### src/rtl/instr_sequencer.sv
// Multi-cycle fetch/decode/execute control sequencer for the 4-bit-opcode CPU, with stack-occupancy traps.
// Optional single-step PAUSE state is compiled in with `define INSTR_SEQUENCER_SINGLE_STEP_EN.
module instr_sequencer #(
    parameter int STACK_DEPTH = 8,
    parameter int CW          = 4
) (
    input  logic        clk,
    input  logic        rst,
    input  logic        start,
`ifdef INSTR_SEQUENCER_SINGLE_STEP_EN
    input  logic        step,
`endif
    input  logic [13:0] dec,
    input  logic        gt_flag,
    input  logic        in_valid,
    input  logic        out_ready,
    output logic        dec_en,
    output logic        ir_ld,
    output logic        mem_rd,
    output logic        pc_inc,
    output logic        pc_ld,
    output logic        imm_ld,
    output logic        reg_we,
    output logic        alu_go,
    output logic        alu_sub,
    output logic        sp_push,
    output logic        sp_pop,
    output logic        in_ack,
    output logic        out_stb,
    output logic        halted,
    output logic        fault,
    output logic [2:0]  state
);

    localparam int B_MOVA = 0,  B_MOVD = 3,  B_ADD  = 4,  B_SUB  = 5;
    localparam int B_JMP  = 6,  B_JG   = 7,  B_IN1  = 8,  B_OUT1 = 9;
    localparam int B_MOVI = 10, B_HALT = 11, B_PUSH = 12, B_POP  = 13;

`ifdef INSTR_SEQUENCER_SINGLE_STEP_EN
    localparam int SW = 4;
    typedef enum logic [SW-1:0] {
        S_IDLE = 4'd0, S_FETCH = 4'd1, S_DECODE = 4'd2, S_EXEC = 4'd3,
        S_IMM  = 4'd4, S_WAIT_IO = 4'd5, S_HALT = 4'd6, S_FAULT = 4'd7,
        S_PAUSE = 4'd8
    } state_t;
    localparam state_t S_NEXT = S_PAUSE;
`else
    localparam int SW = 3;
    typedef enum logic [SW-1:0] {
        S_IDLE = 3'd0, S_FETCH = 3'd1, S_DECODE = 3'd2, S_EXEC = 3'd3,
        S_IMM  = 3'd4, S_WAIT_IO = 3'd5, S_HALT = 3'd6, S_FAULT = 3'd7
    } state_t;
    localparam state_t S_NEXT = S_FETCH;
`endif

    state_t          state_q, state_d;
    logic [13:0]     op_q, op_d;
    logic [CW-1:0]   depth_q, depth_d;
    logic            multi_hot;

    // A decode word with more than one line set is illegal.
    assign multi_hot = |(dec & (dec - 14'd1));

    always_ff @(posedge clk) begin
        if (rst) begin
            state_q <= S_IDLE;
            op_q    <= '0;
            depth_q <= '0;
        end else begin
            state_q <= state_d;
            op_q    <= op_d;
            depth_q <= depth_d;
        end
    end

    always_comb begin
        state_d = state_q;
        op_d    = op_q;
        depth_d = depth_q;
        dec_en  = 1'b0;
        ir_ld   = 1'b0;
        mem_rd  = 1'b0;
        pc_inc  = 1'b0;
        pc_ld   = 1'b0;
        imm_ld  = 1'b0;
        reg_we  = 1'b0;
        alu_go  = 1'b0;
        alu_sub = 1'b0;
        sp_push = 1'b0;
        sp_pop  = 1'b0;
        in_ack  = 1'b0;
        out_stb = 1'b0;
        halted  = 1'b0;
        fault   = 1'b0;
        case (state_q)
            S_IDLE: if (start) state_d = S_FETCH;
            S_FETCH: begin
                mem_rd  = 1'b1;
                ir_ld   = 1'b1;
                pc_inc  = 1'b1;
                state_d = S_DECODE;
            end
            S_DECODE: begin
                dec_en = 1'b1;
                op_d   = dec;
                if (dec == 14'd0)
                    state_d = S_NEXT;
                else if (multi_hot)
                    state_d = S_FAULT;
                else if (dec[B_PUSH])
                    state_d = (depth_q == CW'(STACK_DEPTH)) ? S_FAULT : S_EXEC;
                else if (dec[B_POP])
                    state_d = (depth_q == '0) ? S_FAULT : S_EXEC;
                else if (dec[B_HALT])
                    state_d = S_HALT;
                else if (dec[B_IN1] || dec[B_OUT1])
                    state_d = S_WAIT_IO;
                else if (dec[B_MOVI] || dec[B_JMP] || dec[B_JG])
                    state_d = S_IMM;
                else
                    state_d = S_EXEC;
            end
            S_EXEC: begin
                state_d = S_NEXT;
                if (|op_q[B_MOVD:B_MOVA]) reg_we = 1'b1;
                if (op_q[B_ADD] || op_q[B_SUB]) begin
                    reg_we  = 1'b1;
                    alu_go  = 1'b1;
                    alu_sub = op_q[B_SUB];
                end
                if (op_q[B_PUSH]) begin
                    sp_push = 1'b1;
                    depth_d = depth_q + CW'(1);
                end
                if (op_q[B_POP]) begin
                    sp_pop  = 1'b1;
                    reg_we  = 1'b1;
                    depth_d = depth_q - CW'(1);
                end
            end
            S_IMM: begin
                mem_rd  = 1'b1;
                state_d = S_NEXT;
                if (op_q[B_MOVI]) begin
                    imm_ld = 1'b1;
                    reg_we = 1'b1;
                    pc_inc = 1'b1;
                end
                if (op_q[B_JMP]) pc_ld = 1'b1;
                if (op_q[B_JG]) begin
                    pc_ld  = gt_flag;
                    pc_inc = ~gt_flag;
                end
            end
            S_WAIT_IO: begin
                if (op_q[B_IN1]) begin
                    if (in_valid) begin
                        in_ack  = 1'b1;
                        reg_we  = 1'b1;
                        state_d = S_NEXT;
                    end
                end else if (op_q[B_OUT1]) begin
                    out_stb = 1'b1;
                    if (out_ready) state_d = S_NEXT;
                end
            end
            S_HALT: begin
                halted = op_q[B_HALT];
                if (start) state_d = S_FETCH;
            end
            S_FAULT: fault = 1'b1;
`ifdef INSTR_SEQUENCER_SINGLE_STEP_EN
            S_PAUSE: if (step) state_d = S_FETCH;
`endif
            default: state_d = S_IDLE;
        endcase
        // Nothing strobes while reset is held, even if the register still shows a busy state.
        if (rst) begin
            dec_en  = 1'b0;
            ir_ld   = 1'b0;
            mem_rd  = 1'b0;
            pc_inc  = 1'b0;
            pc_ld   = 1'b0;
            imm_ld  = 1'b0;
            reg_we  = 1'b0;
            alu_go  = 1'b0;
            alu_sub = 1'b0;
            sp_push = 1'b0;
            sp_pop  = 1'b0;
            in_ack  = 1'b0;
            out_stb = 1'b0;
            halted  = 1'b0;
            fault   = 1'b0;
        end
    end

    assign state = rst ? 3'd0 : state_q[2:0];

endmodule
### config.mk
export PLATFORM = sky130hd
export DESIGN_NAME = instr_sequencer
export DESIGN_NICKNAME = d
export VERILOG_FILES = /design/src/rtl/instr_sequencer.sv
export SDC_FILE = /design/constraint.sdc
export NUM_CORES = 1
export LEC_CHECK = 0
export ABC_AREA = 1
export CAP_MARGIN = 0
export CORE_ASPECT_RATIO = 0.9
export CORE_MARGIN = 4
export CORE_UTILIZATION = 50
export CTS_BUF_LIST = sky130_fd_sc_hd__clkbuf_8 sky130_fd_sc_hd__clkbuf_16
export CTS_CLUSTER_SIZE = 10
export DETAILED_ROUTE_END_ITERATION = 16
export PLACE_DENSITY = 0.83
export SYNTH_ARGS = -nofsm -noshare
export SYNTH_HDL_FRONTEND = slang
export SYNTH_SLANG_ARGS = --single-unit
export TNS_END_PERCENT = 20
### constraint.sdc
create_clock -name clk -period 2.1 [get_ports clk]
set_input_delay 0.21 -clock clk [delete_from_list [all_inputs] [get_ports clk]]
set_output_delay 0.21 -clock clk [all_outputs]
set_load 0.02 [all_outputs]
==> summary.json, run 1 <==
{
  "rr_endpoint": {"value": "depth_q[3]"},
  "synth.largest_area_cell": {"value": "sky130_fd_sc_hd__dfxtp_1"},
  "cp_max_fo": {"value": 8},
  "final_max_slew_viol_count": {"value": 0},
  "grt.total_usage": {"value": 18.71, "unit": "%"},
  "grt_pass1_wl": {"value": 5692, "unit": "µm"},
  "dpl_worst_slack": {"value": 30.43, "unit": "ps"},
  "synth_fp_nets": {"value": 256},
  "area_delta_synth_final": {"value": 33.33, "unit": "%"},
  "multi_input_area": {"value": 824.5, "unit": "µm²"},
  "synthDominantCellAreaShare": {"value": 29.24, "unit": "%"},
  "crit_path_end_kind": {"value": "output pin"},
  "clk_network_pwr_share": {"value": 16.5, "unit": "%"},
  "regToRegSetupSlack": {"value": 610, "unit": "ps"},
  "detail_route.wirelength": {"value": 3415, "unit": "µm"},
  "holdCritStartpoint": {"value": "op_q[3]"},
  "finClkSkew": {"value": 5.924, "unit": "ps"},
  "seq_power_share": {"value": 38.7, "unit": "%"},
  "regToRegStartpoint": {"value": "op_q[13]"},
  "levels_on_crit_path": {"value": 5},
  "ys_async_sr_fraction": {"value": 0, "unit": "%"},
  "internal-power": {"value": 942.8, "unit": "µW"},
  "slew-limit-headroom": {"value": 72.57, "unit": "%"},
  "comb_power_share": {"value": 44.8, "unit": "%"},
  "layout.nets": {"value": 298},
  "placement.io_buffers": {"value": 37},
  "post-route-worst-setup-slack": {"value": 62.38, "unit": "ps"},
  "design.die.area": {"value": 0.003798, "unit": "mm²"},
  "antenna_found_initial": {"value": 0},
  "die_y": {"value": 58.87, "unit": "µm"},
  "power_density": {"value": 839.1, "unit": "mW/mm²"},
  "grt_start_max_net_pins": {"value": 24},
  "clock_tree_from_tritoncts": {"value": "built"},
  "maxCapViolations": {"value": 0},
  "detail_route.wl_per_cell": {"value": 10.88, "unit": "µm"},
  "synthesis.area_per_instance": {"value": 6.170, "unit": "µm²"},
  "layout_worst_path_cycle_share": {"value": 97.03, "unit": "%"},
  "io_pins": {"value": 38},
  "synth.top_cells.by_count": {"value": "sky130_fd_sc_hd__nand2_1, sky130_fd_sc_hd__nor2_1, sky130_fd_sc_hd__inv_1, sky130_fd_sc_hd__a21oi_1, sky130_fd_sc_hd__dfxtp_1"},
  "timing.critical_path.buf_inv": {"value": 2},
  "crit_path_end": {"value": "imm_ld"},
  "final-hold-violation-count": {"value": 0},
  "crit_path_kind": {"value": "input pin to output pin"},
  "ctsHoldBuffers": {"value": 0},
  "yosys_register_bits": {"value": 21},
  "first_iter_violations": {"value": 109},
  "drive_above_1_share": {"value": 11.31, "unit": "%"},
  "holdPathStages": {"value": 2},
  "synth-edff-count": {"value": 0},
  "critical_path.startpoint_type": {"value": "input pin"},
  "die-width": {"value": 64.52, "unit": "µm"},
  "via_count_of_the_routed_design": {"value": 1558},
  "critPathTopFamily": {"value": "buffers and inverters"},
  "drt.antenna.violating_nets": {"value": 0},
  "tightestPinTransition": {"value": 406.2, "unit": "ps"},
  "period_needed": {"value": 2038, "unit": "ps"},
  "maximum_ir_drop_on_the_vdd_rail": {"value": 0.5282, "unit": "mV"},
  "leakagePower": {"value": 0.8746, "unit": "nW"},
  "switchingPower": {"value": 665.7, "unit": "µW"},
  "dr_wl_met3": {"value": 212, "unit": "µm"},
  "initial_utilization": {"value": 52.32, "unit": "%"},
  "seq_area_frac_synth": {"value": 29.24, "unit": "%"},
  "dp_hpwl": {"value": 2820, "unit": "µm"},
  "worstSkewPairLatency": {"value": 260, "unit": "ps"},
  "yosys-top-cells-area": {"value": "sky130_fd_sc_hd__dfxtp_1, sky130_fd_sc_hd__nand2_1, sky130_fd_sc_hd__nor2_1"},
  "clockBufferDepth": {"value": 2},
  "fp.coreArea": {"value": 0.002748, "unit": "mm²"},
  "rsz0062_at_grt": {"value": "yes"},
  "netSwitchingFraction": {"value": 41.38, "unit": "%"},
  "route.detailed.vias_per_inst": {"value": 4.962},
  "dr_wl_met2": {"value": 1536, "unit": "µm"},
  "final-setup-viol-count": {"value": 0},
  "antenna-diode-count": {"value": 0},
  "reg2reg_depth": {"value": 7},
  "clock_transition_at_the_registers_of_the_reported_paths": {"value": 70, "unit": "ps"},
  "synthesis.area": {"value": 0.001438, "unit": "mm²"},
  "synthMostInstantiatedCell": {"value": "sky130_fd_sc_hd__nand2_1"},
  "drt_drc_violations_left": {"value": 0},
  "crit_chain": {"value": "clkdlybuf4s50_1 > nor2_1 > nand2_1 > nor2_1 > clkdlybuf4s50_1"},
  "cts_inserted_buffers": {"value": 3},
  "crit_arrival": {"value": 1830, "unit": "ps"},
  "globalRouteOverflowTotal": {"value": 0},
  "synth.yosys.warnings": {"value": 0},
  "cp-startpoint": {"value": "rst"},
  "crit_path_max_incr_delay": {"value": 610, "unit": "ps"},
  "synth-main-ff-cell": {"value": "sky130_fd_sc_hd__dfxtp_1"},
  "detail_route.wirelength.met1": {"value": 1665, "unit": "µm"},
  "yosysUniqueCellTypes": {"value": 31},
  "hold_class": {"value": "flop to flop"},
  "layout.filler_cells": {"value": 249},
  "finalWeightedCongestion": {"value": 0.8757},
  "max_freq": {"value": 0.4908, "unit": "GHz"},
  "drt-pass1-iter-count": {"value": 4},
  "critPathRequiredTime": {"value": 1890, "unit": "ps"},
  "top_signal_layer_used": {"value": "met3"},
  "finalSetupTns": {"value": 0, "unit": "ps"},
  "vias_in_the_first_global_route": {"value": 1339},
  "clock-sinks": {"value": 21},
  "fp-row-count": {"value": 18},
  "run_status": {"value": "complete, no violations"},
  "count_of_mapped_cells_out_of_synthesis": {"value": 233},
  "seqCellArea": {"value": 422.9, "unit": "µm²"},
  "clock_tree.htree_level_count": {"value": 1},
  "critical_path.slowest_cell": {"value": "sky130_fd_sc_hd__clkdlybuf4s50_1"},
  "clk_root_buffer_cell": {"value": "sky130_fd_sc_hd__clkbuf_8"}
}
==> layer usage <==
layer  GRT usage (%)  vias up
li1                -      825
met1           27.26      690
met2           30.00       43
met3           2.863        0
met4           2.711        0
met5               0        -
==> cell families after synthesis <==
family                   after synthesis  synth area share [%]
buffers and inverters                 46                 13.40
adder cells (fa/ha/maj)                3                 3.133
flip-flops                            21                 29.24
AND/OR/NAND/NOR                      107                 33.16
AO/OA/AOI/OAI                         54                 19.84
XOR/XNOR                               2                 1.219
==> state kept, by name, summed over array words and instances, names as in the netlist <==
signal   flops
depth_q      4
state_q      3
op_q        14
==> worst min path at each step <==
stage               to  slack, ps
4_1_cts        op_q[2]        460
6_report       op_q[3]        460
3_5_place_dp   op_q[2]        450
5_1_grt        op_q[3]        480
3_3_place_gp   op_q[2]        440
2_1_floorplan  op_q[6]        340
==> layout by cell type (no fill, tap or decap), types with 6 or more instances in the layout <==
master                            Yosys  final
sky130_fd_sc_hd__a21oi_1             22     22
sky130_fd_sc_hd__buf_4                1      6
sky130_fd_sc_hd__clkdlybuf4s50_1      0     31
sky130_fd_sc_hd__dfxtp_1             21     19
sky130_fd_sc_hd__inv_1               34     34
sky130_fd_sc_hd__inv_2                6      6
sky130_fd_sc_hd__nand2_1             43     43
sky130_fd_sc_hd__nand3_1              8      8
sky130_fd_sc_hd__nor2_1              35     35
sky130_fd_sc_hd__nor2_2               6      6
sky130_fd_sc_hd__o21ai_0             13     13
sky130_fd_sc_hd__o21ai_1             13     13
==> what timing repair did <==
| item | in CTS | in global routing |
|---|---|---|
| buffers inserted | 0 | 0 |
| setup endpoints to repair | 3 | 10 |
| resized for setup | 3 | 5 |
| endpoints found under the hold margin | 0 | 0 |
| gates cloned | 0 | 0 |
==> layout make-up <==
class	instances	share of cell area, %
well taps	40	2.611
inverters	40	7.833
multi-input cells	166	43.02
clock inverters	1	0.2611
flip-flops and latches	21	22.06
clock buffers	3	2.154
repair buffers	43	22.06
==> per-stage QoR <==
| stage | hold WS, ps | std cells | util [%] | cell area [µm²] | total power, mW |
|---|---|---|---|---|---|
| after global routing | 483.3 | 314 | 69.76 | 1917 | 1.732 |
| after floorplan | 344.9 | 233 | - | 1438 | 1.129 |
| after detailed placement | 446.7 | 310 | 67.71 | 1861 | 1.349 |
| after global placement | 438.7 | 310 | 67.71 | 1861 | 1.343 |
| after CTS | 458.2 | 314 | 69.35 | 1906 | 1.610 |
| final | 459.9 | 314 | 69.76 | 1917 | 1.609 |
==> tightest hold or removal path: cells and delay by family, from the launching register on <==
family / cells / cell delay [ps]
AOI/OAI and AO/OA: 1 / 60
buffers and inverters: 1 / 60
DFF: 1 / 300
==> power by group through the flow <==
stage / Combinational, mW / Clock (mW) / Sequential [mW]
finish: 0.720 / 0.265 / 0.623
global route: 0.812 / 0.283 / 0.637
CTS: 0.723 / 0.267 / 0.619
detailed placement: 0.722 / 0 / 0.627
global placement: 0.716 / 0 / 0.627
floorplan: 0.525 / 0 / 0.605
Power figures use the tool's default switching activity.
==> run 2: changes to the inputs <==
- HOLD_SLACK_MARGIN: unset -> 0.1
- clock period: 2.1 -> 2.48 ns (I/O delays scaled with it)
==> run 2 against run 1 <==
Sequential cell count stayed put. First-iteration DRC count shrank 54%. Worst setup slack improved by 150 ps. Sequential share of layout area rose by 0.25 points. Design area is 1.7% lower. Via count shrank 1.3%. Power shrank 15%. Non-clock buffer count shrank 3. Critical path depth unchanged. Clock skew decreased by 4.0 ps. Combinational power decreased by 16%. Largest power group unchanged. Highest routed layer unchanged.
==> summary.json, run 2 (synthesized netlist as in run 1, its figures left out) <==
{
  "worstSkewPairLatency": {"value": 260, "unit": "ps", "change": "about the same"},
  "largest_register_ff_count": {"value": 14, "change": "unchanged"},
  "detail_route.wirelength": {"value": 3477, "unit": "µm", "change": "+1.8%"},
  "dp_hpwl": {"value": 2862, "unit": "µm", "change": "+1.5%"},
  "antenna_found_initial": {"value": 0, "change": "unchanged"},
  "clock_transition_at_the_registers_of_the_reported_paths": {"value": 80, "unit": "ps", "change": "about the same"},
  "drt_drc_violations_left": {"value": 0, "change": "unchanged"},
  "maxCapViolations": {"value": 0, "change": "unchanged"},
  "cts-resized-gates": {"value": 0, "change": "-3"},
  "placement.io_buffers": {"value": 37, "change": "unchanged"},
  "max_freq": {"value": 0.4419, "unit": "GHz"},
  "drive_above_1_share": {"value": 9.594, "unit": "%", "change": "-1.7 points"},
  "largestRegisters": {"value": "op_q: 14 flops, depth_q: 4 flops, state_q: 3 flops"},
  "detail_route.wl_per_cell": {"value": 11.18, "unit": "µm", "change": "+2.8%"},
  "leakagePower": {"value": 0.7775, "unit": "nW", "change": "-11%"},
  "cp_max_fo": {"value": 7, "change": "-1"},
  "die-width": {"value": 64.52, "unit": "µm", "change": "unchanged"},
  "vias_in_the_first_global_route": {"value": 1398, "change": "+4.4%"},
  "design.die.area": {"value": 0.003798, "unit": "mm²", "change": "unchanged"},
  "io_pins": {"value": 38, "change": "unchanged"},
  "utilization": {"value": 68.58, "unit": "%", "change": "-1.2 points"},
  "maximum_ir_drop_on_the_vdd_rail": {"value": 0.4398, "unit": "mV", "change": "-17%"},
  "clock_tree.htree_level_count": {"value": 1, "change": "unchanged"},
  "cts_inserted_buffers": {"value": 3, "change": "unchanged"},
  "fp-row-count": {"value": 18, "change": "unchanged"},
  "critical_path.slowest_cell": {"value": "sky130_fd_sc_hd__clkdlybuf4s50_1"},
  "hold_class": {"value": "flop to flop"},
  "final-hold-violation-count": {"value": 0, "change": "unchanged"},
  "fp.coreArea": {"value": 0.002748, "unit": "mm²", "change": "unchanged"},
  "rsz0062_at_grt": {"value": "no"},
  "critPathRequiredTime": {"value": 2230, "unit": "ps", "change": "+340 ps"},
  "slew-limit-headroom": {"value": 75.07, "unit": "%", "change": "+2.5 points"},
  "crit_path_end_kind": {"value": "output pin"},
  "seq_power_share": {"value": 39.2, "unit": "%", "change": "+0.5 points"},
  "grt_start_max_net_pins": {"value": 24, "change": "unchanged"},
  "crit_arrival": {"value": 2020, "unit": "ps", "change": "+190 ps"},
  "layout.filler_cells": {"value": 263, "change": "+5.6%"},
  "internal-power": {"value": 789.4, "unit": "µW", "change": "-16%"},
  "layout_common_cells": {"value": "sky130_fd_sc_hd__nand2_1, sky130_fd_sc_hd__clkdlybuf4s50_1, sky130_fd_sc_hd__nor2_1, sky130_fd_sc_hd__inv_1, sky130_fd_sc_hd__a21oi_1"},
  "grt_pass1_wl": {"value": 5940, "unit": "µm", "change": "+4.4%"},
  "final_max_slew_viol_count": {"value": 0, "change": "unchanged"},
  "area_delta_synth_final": {"value": 31.07, "unit": "%"},
  "clockBufferDepth": {"value": 2, "change": "unchanged"},
  "critical_path.startpoint_type": {"value": "flop"},
  "crit_path_kind": {"value": "flop to output pin"},
  "postCtsSetupBuffers": {"value": 0, "change": "unchanged"},
  "netSwitchingFraction": {"value": 42.12, "unit": "%", "change": "+0.73 points"},
  "final-setup-viol-count": {"value": 0, "change": "unchanged"},
  "clk_network_pwr_share": {"value": 16.5, "unit": "%", "change": "about the same"},
  "final_cell_area": {"value": 0.001884, "unit": "mm²", "change": "-1.7%"},
  "largest_register": {"value": "op_q"},
  "crit_chain": {"value": "inv_2 > nor2_1 > nand2_1 > o21ai_0 > clkdlybuf4s50_1"},
  "grt.total_usage": {"value": 19.42, "unit": "%", "change": "+0.71 points"},
  "period_needed": {"value": 2263, "unit": "ps"},
  "first_iter_violations": {"value": 50, "change": "-54%"},
  "post-layout-total-power": {"value": 1.364, "unit": "mW", "change": "-15%"},
  "via_count_of_the_routed_design": {"value": 1537, "change": "-1.3%"},
  "layout.cells.most_common": {"value": "sky130_fd_sc_hd__nand2_1"},
  "initial_utilization": {"value": 52.32, "unit": "%", "change": "unchanged"},
  "route.detailed.vias_per_inst": {"value": 4.942, "change": "-0.40%"},
  "die_y": {"value": 58.87, "unit": "µm", "change": "unchanged"},
  "layout_worst_path_cycle_share": {"value": 91.26, "unit": "%"},
  "clock_tree_from_tritoncts": {"value": "built"},
  "clock-sinks": {"value": 21, "change": "unchanged"},
  "finClkSkew": {"value": 1.900, "unit": "ps", "change": "-4.024 ps"},
  "clk_root_buffer_cell": {"value": "sky130_fd_sc_hd__clkbuf_8"},
  "comb_power_share": {"value": 44.3, "unit": "%", "change": "-0.5 points"},
  "layout.nets": {"value": 295, "change": "-1.0%"},
  "tightestPinTransition": {"value": 369.1, "unit": "ps", "change": "-37.09 ps"},
  "ctsHoldBuffers": {"value": 0, "change": "unchanged"},
  "finalSetupTns": {"value": 0, "unit": "ps", "change": "unchanged"},
  "post-route-worst-setup-slack": {"value": 216.8, "unit": "ps", "change": "+154.4 ps"},
  "dpl_worst_slack": {"value": 324.8, "unit": "ps", "change": "+294.4 ps"},
  "placed_area": {"value": 0.001838, "unit": "mm²", "change": "-1.2%"},
  "antenna-diode-count": {"value": 0, "change": "unchanged"},
  "power_density": {"value": 723.8, "unit": "mW/mm²", "change": "-14%"},
  "drt.antenna.violating_nets": {"value": 0, "change": "unchanged"},
  "run_status": {"value": "complete, no violations"},
  "switchingPower": {"value": 574.5, "unit": "µW", "change": "-14%"},
  "drt-pass1-iter-count": {"value": 6, "change": "+2"},
  "crit_path_max_incr_delay": {"value": 630, "unit": "ps", "change": "+20 ps"},
  "globalRouteOverflowTotal": {"value": 0, "change": "unchanged"},
  "finalWeightedCongestion": {"value": 0.8830, "change": "+0.83%"}
}
==> run 2: changes by cell type in the layout (fill, tap and decap cells not counted) <==
| cell | previous run | this run |
|---|---|---|
| sky130_fd_sc_hd__dfxtp_1 | 19 | 21 |
| sky130_fd_sc_hd__clkdlybuf4s50_1 | 31 | 37 |
| sky130_fd_sc_hd__dfxtp_2 | 2 | 0 |
| sky130_fd_sc_hd__dlygate4sd2_1 | 2 | 0 |
| sky130_fd_sc_hd__buf_4 | 6 | 3 |
| sky130_fd_sc_hd__dlymetal6s2s_1 | 4 | 0 |
==> run 2: path summary, 6_finish.rpt <==
kind / depth (start not counted) / slack, ps / start / endpoint
min: 2 / 460 / op_q[0] / op_q[0]
min reg2reg: 2 / 460 / op_q[0] / op_q[0]
max: 5 / 220 / state_q[2] / pc_inc
max reg2reg: 7 / 960 / op_q[13] / depth_q[3]
==> run 2: power groups by stage <==
stage | logic, mW | clock network [mW] | registers [mW]
2_1_floorplan | 0.444 | 0 | 0.512
3_3_place_gp | 0.587 | 0 | 0.538
3_5_place_dp | 0.599 | 0 | 0.542
4_1_cts | 0.602 | 0.226 | 0.534
5_1_grt | 0.680 | 0.241 | 0.552
6_report | 0.604 | 0.225 | 0.535
==> run 2: area by class of cell <==
class	count	area (µm²)	share of cell area, %
Clock buffer	3	41.29	2.191
Clock inverter	1	5.005	0.2656
Inverter	40	150.1	7.968
Multi-Input combinational cell	166	824.5	43.76
Sequential cell	21	420.4	22.31
Tap cell	40	50.05	2.656
Timing Repair Buffer	40	392.9	20.85
==> run 2: metrics by stage <==
stage	instances	hold WS [ps]
floorplan	233	382.9
global placement	307	439.3
detailed placement	307	452.1
CTS	311	463.2
global route	311	499.3
finish	311	460.5
==> run 2: metal layers <==
layer | up-vias | track usage [%] | routed length (µm)
li1 | 826 | - | -
met1 | 666 | 26.35 | 1729
met2 | 45 | 33.09 | 1574
met3 | 0 | 3.817 | 173
met4 | 0 | 2.410 | 0
met5 | - | 0 | 0
==> run 2: critical path: cells and delay by family, from the launching register on <==
| family | cells | cell delay, ps |
|---|---|---|
| simple gates | 2 | 350 |
| compound gates | 1 | 180 |
| buf+inv | 2 | 730 |
| flops | 1 | 500 |
==> run 3: changes to the inputs <==
- GPL_TIMING_DRIVEN: unset -> 0
==> run 3 against run 2 <==
Register-to-register slack better by 50 ps. Sequential cell count unchanged. Non-clock buffer count grew 3. Power increased by 2.0%. Maximum frequency fell by 0.43%. Global-route usage up 0.88 points. Via count rose by 1.8%. Worst hold slack lost 3.8 ps. Clock power increased by 2%. Worst setup slack got worse by 9.7 ps. Critical path type unchanged. Largest cell class unchanged. Highest routed layer is now met4.
==> summary.json, run 3 (synthesized netlist as in run 1, its figures left out) <==
{
  "post-route-worst-setup-slack": {"value": 207.1, "unit": "ps", "change": "-9.693 ps"},
  "cp-startpoint": {"value": "state_q[1]"},
  "final_max_slew_viol_count": {"value": 0, "change": "unchanged"},
  "largest_register_ff_count": {"value": 14, "change": "unchanged"},
  "globalRouteOverflowTotal": {"value": 0, "change": "unchanged"},
  "first_iter_violations": {"value": 83, "change": "+66%"},
  "maxCapViolations": {"value": 0, "change": "unchanged"},
  "layout.cells.most_common": {"value": "sky130_fd_sc_hd__nand2_1"},
  "final-hold-violation-count": {"value": 0, "change": "unchanged"},
  "clock_transition_at_the_registers_of_the_reported_paths": {"value": 80, "unit": "ps", "change": "about the same"},
  "clock_tree_from_tritoncts": {"value": "built"},
  "grt_pass1_wl": {"value": 6134, "unit": "µm", "change": "+3.3%"},
  "leakagePower": {"value": 0.7877, "unit": "nW", "change": "+1.3%"},
  "rsz0062_at_grt": {"value": "no"},
  "antenna-diode-count": {"value": 0, "change": "unchanged"},
  "clock_tree.htree_level_count": {"value": 1, "change": "unchanged"},
  "clk_root_buffer_cell": {"value": "sky130_fd_sc_hd__clkbuf_8"},
  "vias_in_the_first_global_route": {"value": 1407, "change": "+0.64%"},
  "hold_class": {"value": "flop to flop"},
  "final-setup-viol-count": {"value": 0, "change": "unchanged"},
  "area_delta_synth_final": {"value": 32.55, "unit": "%"},
  "critPathRequiredTime": {"value": 2230, "unit": "ps", "change": "about the same"},
  "route.detailed.vias_per_inst": {"value": 4.981, "change": "+0.78%"},
  "initial_utilization": {"value": 52.32, "unit": "%", "change": "unchanged"},
  "crit_path_max_incr_delay": {"value": 600, "unit": "ps", "change": "-30 ps"},
  "design.die.area": {"value": 0.003798, "unit": "mm²", "change": "unchanged"},
  "cts-resized-gates": {"value": 0, "change": "unchanged"},
  "detail_route.wirelength": {"value": 3605, "unit": "µm", "change": "+3.7%"},
  "period_needed": {"value": 2273, "unit": "ps", "change": "+9.693 ps"},
  "fin_worst_hold_slack": {"value": 456.7, "unit": "ps", "change": "-3.830 ps"},
  "cp_max_fo": {"value": 10, "change": "+3"},
  "max_freq": {"value": 0.4400, "unit": "GHz", "change": "-0.43%"},
  "crit_chain": {"value": "inv_2 > nor2_1 > inv_2 > nor2_4 > inv_2 > buf_6 > nor2_1 > clkdlybuf4s50_1"},
  "placement.io_buffers": {"value": 37, "change": "unchanged"},
  "clock-sinks": {"value": 21, "change": "unchanged"},
  "largest_register": {"value": "op_q"},
  "detail_route.wl_per_cell": {"value": 11.48, "unit": "µm", "change": "+2.7%"},
  "final_cell_area": {"value": 0.001906, "unit": "mm²", "change": "+1.1%"},
  "dp.cells": {"value": 310, "change": "+0.98%"},
  "postCtsSetupBuffers": {"value": 0, "change": "unchanged"},
  "drt-pass1-iter-count": {"value": 4, "change": "-2"},
  "die-width": {"value": 64.52, "unit": "µm", "change": "unchanged"},
  "finalWeightedCongestion": {"value": 0.8760, "change": "-0.79%"},
  "crit_arrival": {"value": 2020, "unit": "ps", "change": "about the same"},
  "utilization": {"value": 69.35, "unit": "%", "change": "+0.77 points"},
  "largestRegisters": {"value": "op_q: 14 flops, depth_q: 4 flops, state_q: 3 flops"},
  "tightestPinTransition": {"value": 443.4, "unit": "ps", "change": "+74.29 ps"},
  "via_count_of_the_routed_design": {"value": 1564, "change": "+1.8%"},
  "post_layout_instance_count_excluding_filler_cells": {"value": 314, "change": "+0.96%"},
  "drt.antenna.violating_nets": {"value": 0, "change": "unchanged"},
  "grt_start_max_net_pins": {"value": 13, "change": "-46%"},
  "finalSetupTns": {"value": 0, "unit": "ps", "change": "unchanged"},
  "critical_path.startpoint_type": {"value": "flop"},
  "grt.total_usage": {"value": 20.29, "unit": "%", "change": "+0.88 points"},
  "maximum_ir_drop_on_the_vdd_rail": {"value": 0.3932, "unit": "mV", "change": "-11%"},
  "cp_common_cell": {"value": "sky130_fd_sc_hd__inv_2"},
  "critical_path.slowest_cell": {"value": "sky130_fd_sc_hd__clkdlybuf4s50_1"},
  "power_density": {"value": 730.4, "unit": "mW/mm²", "change": "+0.91%"},
  "crit_path_kind": {"value": "flop to output pin"},
  "die_y": {"value": 58.87, "unit": "µm", "change": "unchanged"},
  "layout_common_cells": {"value": "sky130_fd_sc_hd__nand2_1, sky130_fd_sc_hd__clkdlybuf4s50_1, sky130_fd_sc_hd__nor2_1, sky130_fd_sc_hd__inv_1, sky130_fd_sc_hd__a21oi_1"},
  "fp.coreArea": {"value": 0.002748, "unit": "mm²", "change": "unchanged"},
  "crit_path_end_kind": {"value": "output pin"},
  "layout_worst_path_cycle_share": {"value": 91.65, "unit": "%", "change": "+0.39 points"},
  "post-layout-total-power": {"value": 1.392, "unit": "mW", "change": "+2.0%"},
  "run_status": {"value": "complete, no violations"},
  "ctsHoldBuffers": {"value": 0, "change": "unchanged"},
  "clockBufferDepth": {"value": 2, "change": "unchanged"},
  "layout.nets": {"value": 298, "change": "+1.0%"},
  "slew-limit-headroom": {"value": 70.44, "unit": "%", "change": "-4.6 points"},
  "drive_above_1_share": {"value": 10.22, "unit": "%", "change": "+0.62 points"},
  "dpl_worst_slack": {"value": 221.1, "unit": "ps", "change": "-103.7 ps"},
  "holdCritStartpoint": {"value": "op_q[0]"},
  "placed_area": {"value": 0.001858, "unit": "mm²", "change": "+1.1%"},
  "fp-row-count": {"value": 18, "change": "unchanged"},
  "io_pins": {"value": 38, "change": "unchanged"},
  "drt_drc_violations_left": {"value": 0, "change": "unchanged"},
  "dp_hpwl": {"value": 2927, "unit": "µm", "change": "+2.3%"},
  "finClkSkew": {"value": 2.280, "unit": "ps", "change": "+0.3802 ps"},
  "worstSkewPairLatency": {"value": 260, "unit": "ps", "change": "about the same"},
  "cts_inserted_buffers": {"value": 3, "change": "unchanged"},
  "antenna_found_initial": {"value": 0, "change": "unchanged"},
  "regToRegStartpoint": {"value": "op_q[13]"}
}
## run 3: changes by cell type in the layout (fill, tap and decap cells not counted), sizes merged
cell	previous run	this run
clkbuf	3	6
## run 3: layer usage
layer	vias up	wire length [µm]	track usage [%]
li1	829	-	-
met5	-	0	0
met1	699	1826	27.97
met3	2	160	4.008
met4	0	26	2.711
met2	34	1591	33.97
## run 3: worst max-delay path: cells and delay by family (launching register included)
family        cells  cell delay, ps
flops             1             420
buf+inv           5             970
simple gates      3             370
## run 3: where the power goes
group | internal [mW] | total, mW | leakage [nW] | switching (mW)
Clock | 0.112 | 0.229 | 0.0255 | 0.117
Sequential | 0.447 | 0.530 | 0.172 | 0.0830
Combinational | 0.250 | 0.633 | 0.590 | 0.383
## run 3: final timing paths
kind              slack (ps)    endpoint  depth (start not counted)
setup / recovery         210      dec_en                          8
hold / removal           460     op_q[0]                          2
setup reg to reg        1010  depth_q[3]                          7
hold reg to reg          460     op_q[0]                          2
## run 3: final cells by class
cell class              count  area, µm²
clock inverters             1      5.005
well taps                  40      50.05
clock buffers               3      41.29
repair buffers             37      370.4
flip-flops and latches     21      421.7
fillers                   259      842.1
inverters                  40      150.1
plain buffers               6      42.54
multi-input cells         166      824.5
